**config.mk**
```make
export PLATFORM = sky130hd
export DESIGN_NAME = pc_fetch
export DESIGN_NICKNAME = d
export VERILOG_FILES = /design/src/rtl/cpu_pkg.sv /design/src/rtl/fetch_skid.sv /design/src/rtl/pc_fetch.sv
export SDC_FILE = /design/constraint.sdc
export NUM_CORES = 1
export LEC_CHECK = 0
export ABC_CLOCK_PERIOD_IN_PS = 2400
export CORE_MARGIN = 5
export CORE_UTILIZATION = 48
export DETAILED_ROUTE_END_ITERATION = 6
export HOLD_SLACK_MARGIN = 0.05
export MAX_ROUTING_LAYER = met4
export PLACE_DENSITY = 0.8
export SLEW_MARGIN = 15
export SYNTH_ARGS = -nofsm -noshare
export SYNTH_HDL_FRONTEND = slang
export SYNTH_SLANG_ARGS = --single-unit
```
**constraint.sdc**
```tcl
create_clock -name clk -period 2.4 [get_ports clk]
set_clock_uncertainty 0.1 [all_clocks]
set_input_delay 0.24 -clock clk [delete_from_list [all_inputs] [get_ports clk]]
set_output_delay 0.24 -clock clk [all_outputs]
set_load 0.02 [all_outputs]
```
**src/rtl/cpu_pkg.sv**
```systemverilog
// Shared widths and fetch FSM encoding for the instruction fetch front end.
package cpu_pkg;
  localparam int ADDR_W  = 14;
  localparam int INSTR_W = 32;
  localparam int FETCH_W = INSTR_W + ADDR_W;

  typedef enum logic [1:0] {
    ST_REQ  = 2'd0,
    ST_WAIT = 2'd1,
    ST_HOLD = 2'd2
  } fetch_state_e;

  function automatic logic [ADDR_W-1:0] next_addr(input logic [ADDR_W-1:0] a);
    return a + ADDR_W'(1);
  endfunction
endpackage

```
**src/rtl/fetch_skid.sv**
```systemverilog
// Output register with a one-entry skid buffer; flush empties both stages.
// Handshake: in_valid is taken only while in_ready; out_stall freezes out_valid/out_data.
module fetch_skid #(
  parameter int W = 46
) (
  input  logic         clk,
  input  logic         rst_n,
  input  logic         flush,
  input  logic         in_valid,
  output logic         in_ready,
  input  logic [W-1:0] in_data,
  output logic         out_valid,
  input  logic         out_stall,
  output logic [W-1:0] out_data
);
  logic         skid_valid;
  logic [W-1:0] skid_data;

  assign in_ready = !skid_valid;

  always_ff @(posedge clk) begin
    if (!rst_n) begin
      out_valid  <= 1'b0;
      out_data   <= '0;
      skid_valid <= 1'b0;
      skid_data  <= '0;
    end else if (flush) begin
      out_valid  <= 1'b0;
      skid_valid <= 1'b0;
    end else if (!out_stall) begin
      // A parked word always drains before any new word can arrive.
      if (skid_valid) begin
        out_data   <= skid_data;
        out_valid  <= 1'b1;
        skid_valid <= 1'b0;
      end else begin
        out_valid <= in_valid;
        if (in_valid) out_data <= in_data;
      end
    end else if (in_valid && in_ready) begin
      skid_data  <= in_data;
      skid_valid <= 1'b1;
    end
  end
endmodule

```
**src/rtl/pc_fetch.sv**
```systemverilog
// Single-outstanding instruction fetch: PC, request FSM and branch kill logic.
// Handshake: imem_req/imem_addr held until imem_gnt; one imem_rvalid returns per grant.
module pc_fetch
  import cpu_pkg::*;
#(
  parameter logic [ADDR_W-1:0] RESET_PC = 14'd0
) (
  input  logic               clk,
  input  logic               rst_n,
  input  logic               stall,
  input  logic               br_taken,
  input  logic [ADDR_W-1:0]  ins_br_addr,
  output logic               imem_req,
  output logic [ADDR_W-1:0]  imem_addr,
  input  logic               imem_gnt,
  input  logic               imem_rvalid,
  input  logic [INSTR_W-1:0] imem_rdata,
  output logic               if_valid,
  output logic [INSTR_W-1:0] if_instr,
  output logic [ADDR_W-1:0]  if_pc,
  output logic [ADDR_W-1:0]  ins_inc_addr
);
  fetch_state_e        state_q, state_d;
  logic [ADDR_W-1:0]   pc_q, pc_d;
  logic                kill_q, kill_d;
  logic                branch_kill;
  logic                accept;
  logic                skid_ready;
  logic [FETCH_W-1:0]  out_data;

  // A branch only needs a kill when a response is still owed to us.
  assign branch_kill = ((state_q == ST_WAIT) && !imem_rvalid) ||
                       ((state_q == ST_REQ) && imem_gnt);
  assign accept = (state_q == ST_WAIT) && imem_rvalid && !kill_q &&
                  !br_taken && skid_ready;

  always_ff @(posedge clk) begin
    if (!rst_n) begin
      state_q <= ST_REQ;
      pc_q    <= RESET_PC;
      kill_q  <= 1'b0;
    end else begin
      state_q <= state_d;
      pc_q    <= pc_d;
      kill_q  <= kill_d;
    end
  end

  always_comb begin
    state_d = state_q;
    kill_d  = kill_q;
    pc_d    = pc_q;
    case (state_q)
      ST_REQ:  if (imem_gnt) state_d = ST_WAIT;
      ST_WAIT: begin
        if (imem_rvalid) begin
          kill_d = 1'b0;
          if (kill_q || !stall) state_d = ST_REQ;
          else                  state_d = ST_HOLD;
        end
      end
      ST_HOLD: if (!stall) state_d = ST_REQ;
      default: state_d = ST_REQ;
    endcase
    if (accept) pc_d = next_addr(pc_q);
    if (br_taken) begin
      pc_d    = ins_br_addr;
      kill_d  = branch_kill;
      state_d = branch_kill ? ST_WAIT : ST_REQ;
    end
  end

  always_comb begin
    imem_req  = (state_q == ST_REQ);
    imem_addr = pc_q;
  end

  fetch_skid #(.W(FETCH_W)) u_skid (
    .clk       (clk),
    .rst_n     (rst_n),
    .flush     (br_taken),
    .in_valid  (accept),
    .in_ready  (skid_ready),
    .in_data   ({imem_rdata, pc_q}),
    .out_valid (if_valid),
    .out_stall (stall),
    .out_data  (out_data)
  );

  assign if_instr     = out_data[FETCH_W-1:ADDR_W];
  assign if_pc        = out_data[ADDR_W-1:0];
  assign ins_inc_addr = next_addr(if_pc);
endmodule

```
==> results.txt, run 1 <==
register clock-pin slew on the reported worst setup and hold paths = 0.11 ns
area inside the core boundary = 9730 um^2
proportion of synthesized flip-flops having asynchronous set or reset = 0%
critical path class = reg -> out
dominant register cell in the synthesized netlist = dfxtp_1
detailed-route via count = 4229
cell count of the worst hold path = 3
startpoint types = flip-flop
number of enable-type register cells in the synthesized netlist = 0
Antenna Violating Nets Remaining = 0
share of cells above drive strength 1 = 5.92%
number of max-cap violations = 0
Die Outline Area = 12000 um^2
chip width = 110 um
TritonCTS sink count = 111
Die Ht = 110 um
total gr overflow = 0
final number of setup-violating endpoints = 0
Post-Syn Nets = 614
fillcell total = 829
# port buffers = 127
antenna violations before repair = 0
Final Max Tran Viols = 0
post-synthesis instance area = 4770 um^2
Req. time, crit path = 2.06 ns
relative area change from synthesis to final layout = 34.7%
worst r2r path cells = 4
hold_ws = 0.340 ns
critical path peak fanout = 4
cell count after placement = 793
pin slew with the least headroom to its limit = 0.799 ns
post-synthesis sequential area ratio = 46.6%
Top Usage Layer GRT = met2
post-route standard cell area excluding fillers = 6430 um^2
top cells by count, synth = 111 x dfxtp_1, 101 x nand2_1, 59 x a21oi_1, 58 x nor2_1, 48 x a211oi_1
top cells by area, synth = dfxtp_1 47%, mux2i_1 9.9%, nand2_1 7.9%
final critical delay including setup and external delays = 2.24 ns
clock tree from TritonCTS = built
slack of the worst reg-to-reg path = 0.41 ns
Post-Syn Area per Cell = 8.52 um^2
period utilisation layout = 93.5%
post-detailed-placement cell area = 6230 um^2
Clock Root Buffer = clkbuf_8
Max IR drop VDD = 348 uV
routability congestion estimate from global placement = 0.829
Synth Instances = 560
total power per unit cell area = 528 nW/um^2
routed wire length = 11700 um
number of hold violations in the final report = 0
yosys warns = 0
routed length per instance = 14.5 um
worst-case headroom to the max-slew limit = 46.7%
clock latency reported for the late side of the worst-skew pair = 0.36 ns
post-layout utilization of the core = 66.1%
result of the run = finished, final reports clean
total half-perimeter wirelength after legalization and detailed placement = 8190 um
Setup WS post-layout = 0.155 ns
Std-Cell Rows = 36
GRT met3 Usage = 3.70%
n_diodes = 0
routing usage on met2 = 32.6%
class of the most critical hold timing path = in -> reg
starting utilization of the core area = 49.1%
critical path endpoint category = output pin
wire length of the first global-routing pass = 18700 um
library cells used by synthesis = 37
Inserted Clock Buffers = 9
most numerous cell in the Yosys netlist = dfxtp_1
RSZ-0062 raised after global routing = no
net count reported at finish = 726
Max Buffers Root-to-Sink = 2
number of buffers inserted by hold repair at cts = 0
final cell count without fillers = 809
leakage power total = 2.07 nW
H-tree Lvls = 3
worst endpoint data arrival time = 1.90 ns
post-placement worst setup slack = 0.115 ns
cell type with the highest aggregate area in the netlist = dfxtp_1
overall global routing resource usage = 19.9%
pin count of the biggest net entering global routing = 94
share of the synthesized area in the top cell type = 46.6%
total of flip-flops plus latches after synthesis = 111
length of the first detailed-routing pass in iterations = 4
Residual DRC = 0
DR vias/cell = 5.23
Initial DRC Count = 231
global-route track usage on met1 = 24.5%
via count of the first global-routing pass = 3996
Fmax achieved = 0.446 GHz
Boundary Pins = 128
## per-layer routing
metal / wire [um] / share of wire, % / up-vias
li1: - / - / 2165
met1: 5130 / 44 / 1924
met2: 5720 / 49 / 119
met3: 624 / 5.3 / 21
met4: 218 / 1.9 / 0
met5: 0 / 0 / -
## through the flow
| step | power, mW | TNS, ns |
|---|---|---|
| floorplan | 2.18 | 0 |
| global placement | 2.41 | 0 |
| detailed placement | 2.42 | 0 |
| CTS | 3.42 | -0.182 |
| global route | 3.55 | 0 |
| finish | 3.40 | 0 |
## cell families after synthesis
kind of cell	Yosys count	share of synthesized area (%)
xor gates and xnor gates	23	4.22
buffers and inverters	52	4.27
and+or+nand+nor	197	18.2
muxes	47	9.86
adders and majority gates	2	0.524
AOI/OAI and AO/OA	128	16.3
DFF	111	46.6
## cell type report
type                       count  area [um^2]  share of cell area, %
clock buffer                  11          141                   2.20
timing repair buffer         145         1460                   22.7
tap                          133          166                   2.59
clock inverter                 4         31.3                  0.487
sequential                   111         2220                   34.6
multi-input combinational    397         2370                   36.9
inverter                       8         30.0                  0.467
## worst paths after layout
check | from | end
setup / recovery | u_skid.out_data[5] | ins_inc_addr[8]
setup reg to reg | state_q[1] | imem_addr[13]
hold / removal | imem_rdata[12] | u_skid.skid_data[26]
hold reg to reg | u_skid.skid_data[11] | u_skid.skid_data[11]
## state kept, by name (all words and copies together), names as in the netlist
name               flops
u_skid.out_data       46
u_skid.skid_data      46
imem_addr             14
state_q                2
kill_q                 1
u_skid.out_valid       1
u_skid.skid_valid      1
## cells in the final DEF (no fill, tap or decap), drive strengths merged
| cell type | count |
|---|---|
| ha | 2 |
| o21bai | 1 |
| and4 | 2 |
| nand4bb | 1 |
| nand3 | 9 |
| nand4 | 7 |
| xor2 | 4 |
| and3 | 1 |
| nor3b | 1 |
| nand2 | 101 |
| a2111oi | 1 |
| o21ai | 14 |
| inv | 9 |
| clkdlybuf4s50 | 119 |
| nand4b | 1 |
| nor2 | 58 |
| xnor2 | 19 |
| or3 | 2 |
| a211oi | 48 |
| o221ai | 1 |
| or4 | 2 |
| clkinvlp | 3 |
| nor3 | 4 |
| dlymetal6s2s | 4 |
| o31ai | 1 |
| a21oi | 59 |
| nor2b | 1 |
| mux2i | 47 |
| a311oi | 1 |
| clkbuf | 11 |
| nor4 | 6 |
| buf | 18 |
| dfxtp | 111 |
| dlygate4sd2 | 4 |
| a31oi | 2 |
| nand2b | 1 |
## report_power, final
part	switching [mW]	total, mW	internal, mW	leakage (nW)
Combinational	0.214	0.437	0.223	1.09
Clock	0.616	1.02	0.406	0.0781
Sequential	0.0509	1.94	1.89	0.901
## critical path, stage by stage, from the launching register on
cell and delay, ns:
dfxtp_1 0.40, nand4_1 0.21, buf_4 0.21, nor2_4 0.13, nand3_1 0.11, xnor2_1 0.15
dlygate4sd2_1 0.35
## what timing repair did
action,in CTS,in global routing
pin swaps,0,1
setup buffers,0,1
gates resized for setup,6,6
setup endpoints to repair,7,4
Note: power is estimated with default switching activity, not from simulation.
==> inputs of run 2 (changes only) <==
--- a/config.mk
+++ b/config.mk
@@ -6,13 +6,12 @@
 export NUM_CORES = 1
 export LEC_CHECK = 0
 export ABC_CLOCK_PERIOD_IN_PS = 2400
-export CORE_MARGIN = 5
 export CORE_UTILIZATION = 48
 export DETAILED_ROUTE_END_ITERATION = 6
 export HOLD_SLACK_MARGIN = 0.05
 export MAX_ROUTING_LAYER = met4
 export PLACE_DENSITY = 0.8
-export SLEW_MARGIN = 15
+export SLEW_MARGIN = 20
 export SYNTH_ARGS = -nofsm -noshare
 export SYNTH_HDL_FRONTEND = slang
 export SYNTH_SLANG_ARGS = --single-unit
==> run 2 against run 1 <==
Against the previous run: sequential power is essentially flat; design area grew 0.25%; utilization grew 0.48 points; critical path type unchanged; combinational power increased by 2%; sequential share of layout area is 0.087 points lower; die area fell by 14%; first-iteration DRC count decreased by 19%; sequential cell count unchanged; register-to-register slack got worse by 0.02 ns.
==> results.txt, run 2 (synthesis gave the netlist of run 1 again) <==
Clock Root Buffer = clkbuf_8
final number of setup-violating endpoints = 0 (unchanged)
critical path peak fanout = 5 (+1)
Std-Cell Rows = 36 (unchanged)
Antenna Violating Nets Remaining = 0 (unchanged)
leakage power total = 2.04 nW (-1.3%)
total gr overflow = 0 (unchanged)
share of cells above drive strength 1 = 6.19% (+0.28 points)
startpoint of the lowest-slack register-to-register path = state_q[0]
hold path startpoint = imem_rdata[12]
Initial DRC Count = 188 (-19%)
Fin Setup TNS = 0 ns (unchanged)
Die Outline Area = 10300 um^2 (-14%)
sum of buffers and inverters on the critical path = 1 (-1)
overall global routing resource usage = 23.2% (+3.4 points)
critical path class = reg -> out
Die Ht = 102 um (-7.3%)
leading cell types in the layout, fill and taps excluded = 119 x clkdlybuf4s50_1, 110 x dfxtp_1, 101 x nand2_1
startpoint types = flip-flop
chip width = 102 um (-7.3%)
Max Buffers Root-to-Sink = 2 (unchanged)
Inserted Clock Buffers = 9 (unchanged)
detailed-route via count = 4206 (-0.54%)
Fmax achieved = 0.446 GHz (+0.20%)
period utilisation layout = 93.3% (-0.19 points)
Final Max Tran Viols = 0 (unchanged)
H-tree Lvls = 3 (unchanged)
routed length per instance = 14.2 um (-2.0%)
cell chain of the critical path = ha_1 > nand3_1 > xnor2_1 > clkdlybuf4s50_1
Boundary Pins = 128 (unchanged)
# port buffers = 127 (unchanged)
Max IR drop VDD = 349 uV (+0.40%)
number of hold violations in the final report = 0 (unchanged)
total power per unit cell area = 534 nW/um^2 (+1.2%)
routed wire length = 11500 um (-1.8%)
delay contributed by the slowest stage of the critical path = 0.65 ns (+0.25 ns)
length of the first detailed-routing pass in iterations = 4 (unchanged)
worst endpoint data arrival time = 1.90 ns (about the same)
n_diodes = 0 (unchanged)
critical path's slowest cell = clkdlybuf4s50_1
area inside the core boundary = 9680 um^2 (-0.46%)
first element of the critical path = u_skid.out_data[1]
class of the most critical hold timing path = in -> reg
final critical delay including setup and external delays = 2.24 ns (-0.00445 ns)
antenna violations before repair = 0 (unchanged)
commonest non-fill, non-tap cell in the layout = clkdlybuf4s50_1
DR vias/cell = 5.19 (-0.79%)
pin slew with the least headroom to its limit = 0.786 ns (-0.0135 ns)
overall power of the completed layout = 3.44 mW (+1.4%)
Residual DRC = 0 (unchanged)
number of max-cap violations = 0 (unchanged)
kind of cell adding the most delay to the critical path = buffers and inverters
routability congestion estimate from global placement = 0.800 (-3.5%)
clock latency reported for the late side of the worst-skew pair = 0.36 ns (about the same)
result of the run = finished, final reports clean
post-layout utilization of the core = 66.6% (+0.48 points)
clock tree from TritonCTS = built
total half-perimeter wirelength after legalization and detailed placement = 7900 um (-3.5%)
pin count of the biggest net entering global routing = 50 (-47%)
net count reported at finish = 727 (+0.14%)
register clock-pin slew on the reported worst setup and hold paths = 0.11 ns (about the same)
wire length of the first global-routing pass = 18500 um (-1.1%)
TritonCTS sink count = 111 (unchanged)
starting utilization of the core area = 49.3% (+0.23 points)
via count of the first global-routing pass = 3884 (-2.8%)
relative area change from synthesis to final layout = 35.0%
Req. time, crit path = 2.06 ns (about the same)
worst-case headroom to the max-slew limit = 47.6% (+0.90 points)
critical path endpoint category = output pin
RSZ-0062 raised after global routing = no
buffer count from post-CTS setup fixing = 0 (unchanged)
-- run 2: layer usage --
layer | global-route usage [%] | up-vias | wire length (um)
met1 | 29.5 | 1918 | 5310
met4 | 8.58 | 0 | 163
met2 | 37.7 | 103 | 5610
li1 | - | 2171 | -
met5 | - | - | 0
met3 | 3.04 | 14 | 405
-- run 2: area by class of cell --
class | count | area (um^2)
fillers | 827 | 3240
clock inverters | 5 | 40.0
flip-flops and latches | 111 | 2220
inverters | 8 | 30.0
repair buffers | 146 | 1480
well taps | 133 | 166
multi-input cells | 397 | 2360
clock buffers | 11 | 141
-- run 2: what timing repair did --
action	CTS	global route
gates resized for setup	10	0
endpoints found under the hold margin	0	0
hold buffers	0	0
setup endpoints to repair	8	0
-- run 2: tightest hold or removal path, cell delays in order --
cell and delay (ns):
clkdlybuf4s50_1 0.42, nand2_1 0.06, a21oi_1 0.05
-- run 2: power by group --
group	switching, mW	internal [mW]	total [mW]	leakage (nW)
clock	0.644	0.420	1.06	0.0947
combinational	0.216	0.228	0.444	1.04
sequential	0.0500	1.89	1.94	0.901
-- run 2: stage by stage --
step / hold slack (ns) / cell area (um^2) / setup slack [ns] / std cells
5_1_grt: 0.342 / 6440 / 0.0179 / 811
4_1_cts: 0.324 / 6440 / 0.131 / 811
6_report: 0.339 / 6440 / 0.160 / 811
2_1_floorplan: 0.276 / 4770 / 0.406 / 560
3_5_place_dp: 0.348 / 6270 / 0.106 / 795
3_3_place_gp: 0.341 / 6270 / 0.215 / 795
-- run 2: final timing paths --
kind	end	slack, ns	cells past startpoint
max	ins_inc_addr[4]	0.16	4
min	u_skid.skid_data[26]	0.34	3
max reg2reg	u_skid.out_data[31]	0.39	6
min reg2reg	u_skid.skid_data[23]	0.36	2
==> inputs of run 3 (changes only) <==
--- a/config.mk
+++ b/config.mk
@@ -6,6 +6,7 @@
 export NUM_CORES = 1
 export LEC_CHECK = 0
 export ABC_CLOCK_PERIOD_IN_PS = 2400
+export CORE_MARGIN = 8
 export CORE_UTILIZATION = 48
 export DETAILED_ROUTE_END_ITERATION = 6
 export HOLD_SLACK_MARGIN = 0.05
==> run 3 against run 2 <==
Against the previous run: sequential power is essentially flat; via count grew 1.2%; design area increased by 0.43%; first-iteration DRC count is 15% higher; register-to-register slack got worse by 0.02 ns; die area grew 29%; wire length increased by 6.6%; count of clock-buffer cells in the layout is 1 lower; sequential cell count did not move; critical path depth rose by 1; worst hold slack better by 0.0011 ns; critical endpoint is now ins_inc_addr[9]; largest power group unchanged.
==> results.txt, run 3 (synthesis gave the netlist of run 1 again) <==
result of the run = finished, final reports clean
n_diodes = 0 (unchanged)
chip width = 116 um (+14%)
critical path class = reg -> out
class of the most critical hold timing path = in -> reg
leakage power total = 2.06 nW (+0.96%)
commonest non-fill, non-tap cell in the layout = clkdlybuf4s50_1
total half-perimeter wirelength after legalization and detailed placement = 8620 um (+9.2%)
worst flop-to-flop path endpoint = u_skid.out_data[11]
Req. time, crit path = 2.06 ns (about the same)
Antenna Violating Nets Remaining = 0 (unchanged)
pin slew with the least headroom to its limit = 0.501 ns (-0.285 ns)
detailed-route via count = 4256 (+1.2%)
Die Outline Area = 13400 um^2 (+29%)
Critical Path Most Common Cell = nand4_1
startpoint types = flip-flop
length of the first detailed-routing pass in iterations = 4 (unchanged)
Std-Cell Rows = 36 (unchanged)
worst r2r path cells = 6 (unchanged)
area inside the core boundary = 9730 um^2 (+0.47%)
relative area change from synthesis to final layout = 35.6%
first element of the critical path = u_skid.out_data[4]
cell count of the worst hold path = 3 (unchanged)
worst-case headroom to the max-slew limit = 66.6% (+19 points)
delay contributed by the slowest stage of the critical path = 0.44 ns (-0.21 ns)
Die Ht = 116 um (+14%)
total power per unit cell area = 576 nW/um^2 (+7.8%)
RSZ-0062 raised after global routing = no
H-tree Lvls = 3 (unchanged)
DR vias/cell = 5.26 (+1.4%)
clock latency reported for the late side of the worst-skew pair = 0.37 ns (about the same)
Fmax achieved = 0.441 GHz (-1.2%)
register clock-pin slew on the reported worst setup and hold paths = 0.10 ns (about the same)
fillcell total = 803 (-2.9%)
Boundary Pins = 128 (unchanged)
Initial DRC Count = 216 (+15%)
total gr overflow = 0 (unchanged)
via count of the first global-routing pass = 4043 (+4.1%)
final critical delay including setup and external delays = 2.27 ns (+0.0266 ns)
# port buffers = 127 (unchanged)
starting utilization of the core area = 49.1% (-0.23 points)
critical path peak fanout = 5 (unchanged)
routed length per instance = 15.1 um (+6.9%)
footprint of the flip-flops and latches = 2220 um^2 (unchanged)
pin count of the biggest net entering global routing = 95 (+90%)
Residual DRC = 0 (unchanged)
leading cell types in the layout, fill and taps excluded = 119 x clkdlybuf4s50_1, 110 x dfxtp_1, 101 x nand2_1
critical path's slowest cell = dfxtp_1
period utilisation layout = 94.4% (+1.1 points)
overall global routing resource usage = 18.6% (-4.6 points)
Max IR drop VDD = 311 uV (-11%)
number of stages on the worst setup path = 5 (+1)
slack of the worst reg-to-reg path = 0.37 ns (-0.02 ns)
number of hold violations in the final report = 0 (unchanged)
routed wire length = 12200 um (+6.6%)
final number of setup-violating endpoints = 0 (unchanged)
Clock Root Buffer = clkbuf_8
sum of buffers and inverters on the critical path = 1 (unchanged)
overall power of the completed layout = 3.73 mW (+8.2%)
TritonCTS sink count = 111 (unchanged)
startpoint of the lowest-slack register-to-register path = state_q[0]
net count reported at finish = 725 (-0.28%)
Final Max Tran Viols = 0 (unchanged)
kind of cell adding the most delay to the critical path = simple AND/OR/NAND/NOR gates
clock tree from TritonCTS = built
area of the multi-input gates = 2370 um^2 (+0.21%)
share of cells above drive strength 1 = 6.07% (-0.13 points)
routability congestion estimate from global placement = 0.770 (-3.7%)
Inserted Clock Buffers = 9 (unchanged)
antenna violations before repair = 0 (unchanged)
cell chain of the critical path = nand4_1 > nor2_2 > nand4_1 > xnor2_1 > dlygate4sd2_1
wire length of the first global-routing pass = 19700 um (+6.5%)
critical path endpoint category = output pin
Fin Setup TNS = 0 ns (unchanged)
worst endpoint data arrival time = 1.93 ns (+0.03 ns)
number of max-cap violations = 0 (unchanged)
Max Buffers Root-to-Sink = 2 (unchanged)
end point of the critical path = ins_inc_addr[9]
run 3: final cells by class:
type                       count  area share (%)
clock buffer                  10            2.13
clock inverter                 6            1.78
inverter                       8           0.464
multi-input combinational    397            36.6
sequential                   111            34.4
tap                          133            2.57
timing repair buffer         144            22.1
run 3: how the worst min path moves through the flow:
stage                                    start                    to  slack, ns
after floorplan                  imem_rdata[0]  u_skid.skid_data[14]       0.28
after global placement    u_skid.skid_data[25]  u_skid.skid_data[25]       0.34
after detailed placement   u_skid.skid_data[5]   u_skid.skid_data[5]       0.35
after CTS                       imem_rdata[22]  u_skid.skid_data[36]       0.33
after global routing            imem_rdata[14]  u_skid.skid_data[28]       0.35
final                           imem_rdata[22]  u_skid.skid_data[36]       0.34
run 3: layer usage:
metal | part of all wire [%] | vias up | wire length (um) | global-route usage (%)
met3 | 5.1 | 16 | 627 | 3.28
li1 | - | 2167 | - | -
met1 | 45 | 1970 | 5510 | 22.6
met2 | 48 | 103 | 5900 | 30.9
met4 | 1.7 | 0 | 210 | 5.96
met5 | 0 | - | 0 | -
run 3: what timing repair did:
item	in CTS	in global routing
gates resized for setup	10	1
setup buffers	0	0
setup endpoints to repair	8	1
hold endpoints to repair	0	0
hold buffers	0	0
run 3: tightest hold or removal path, stage by stage:
cell,delay [ns]
clkdlybuf4s50_1,0.41
nand2_1,0.06
a21oi_1,0.05
run 3: report_power, final:
group	internal [mW]	switching (mW)
logic	0.221	0.216
clock network	0.729	0.623
registers	1.89	0.0522
run 3: through the flow:
stage,hold WS (ns),worst slack (ns),area (um^2),utilization [%],instances
global placement,0.341,0.173,6220,63.9,793
finish,0.341,0.133,6470,66.5,809
detailed placement,0.346,0.0925,6220,63.9,793
floorplan,0.276,0.406,4770,-,560
global route,0.345,0.0661,6470,66.5,809
CTS,0.329,0.0483,6470,66.5,809
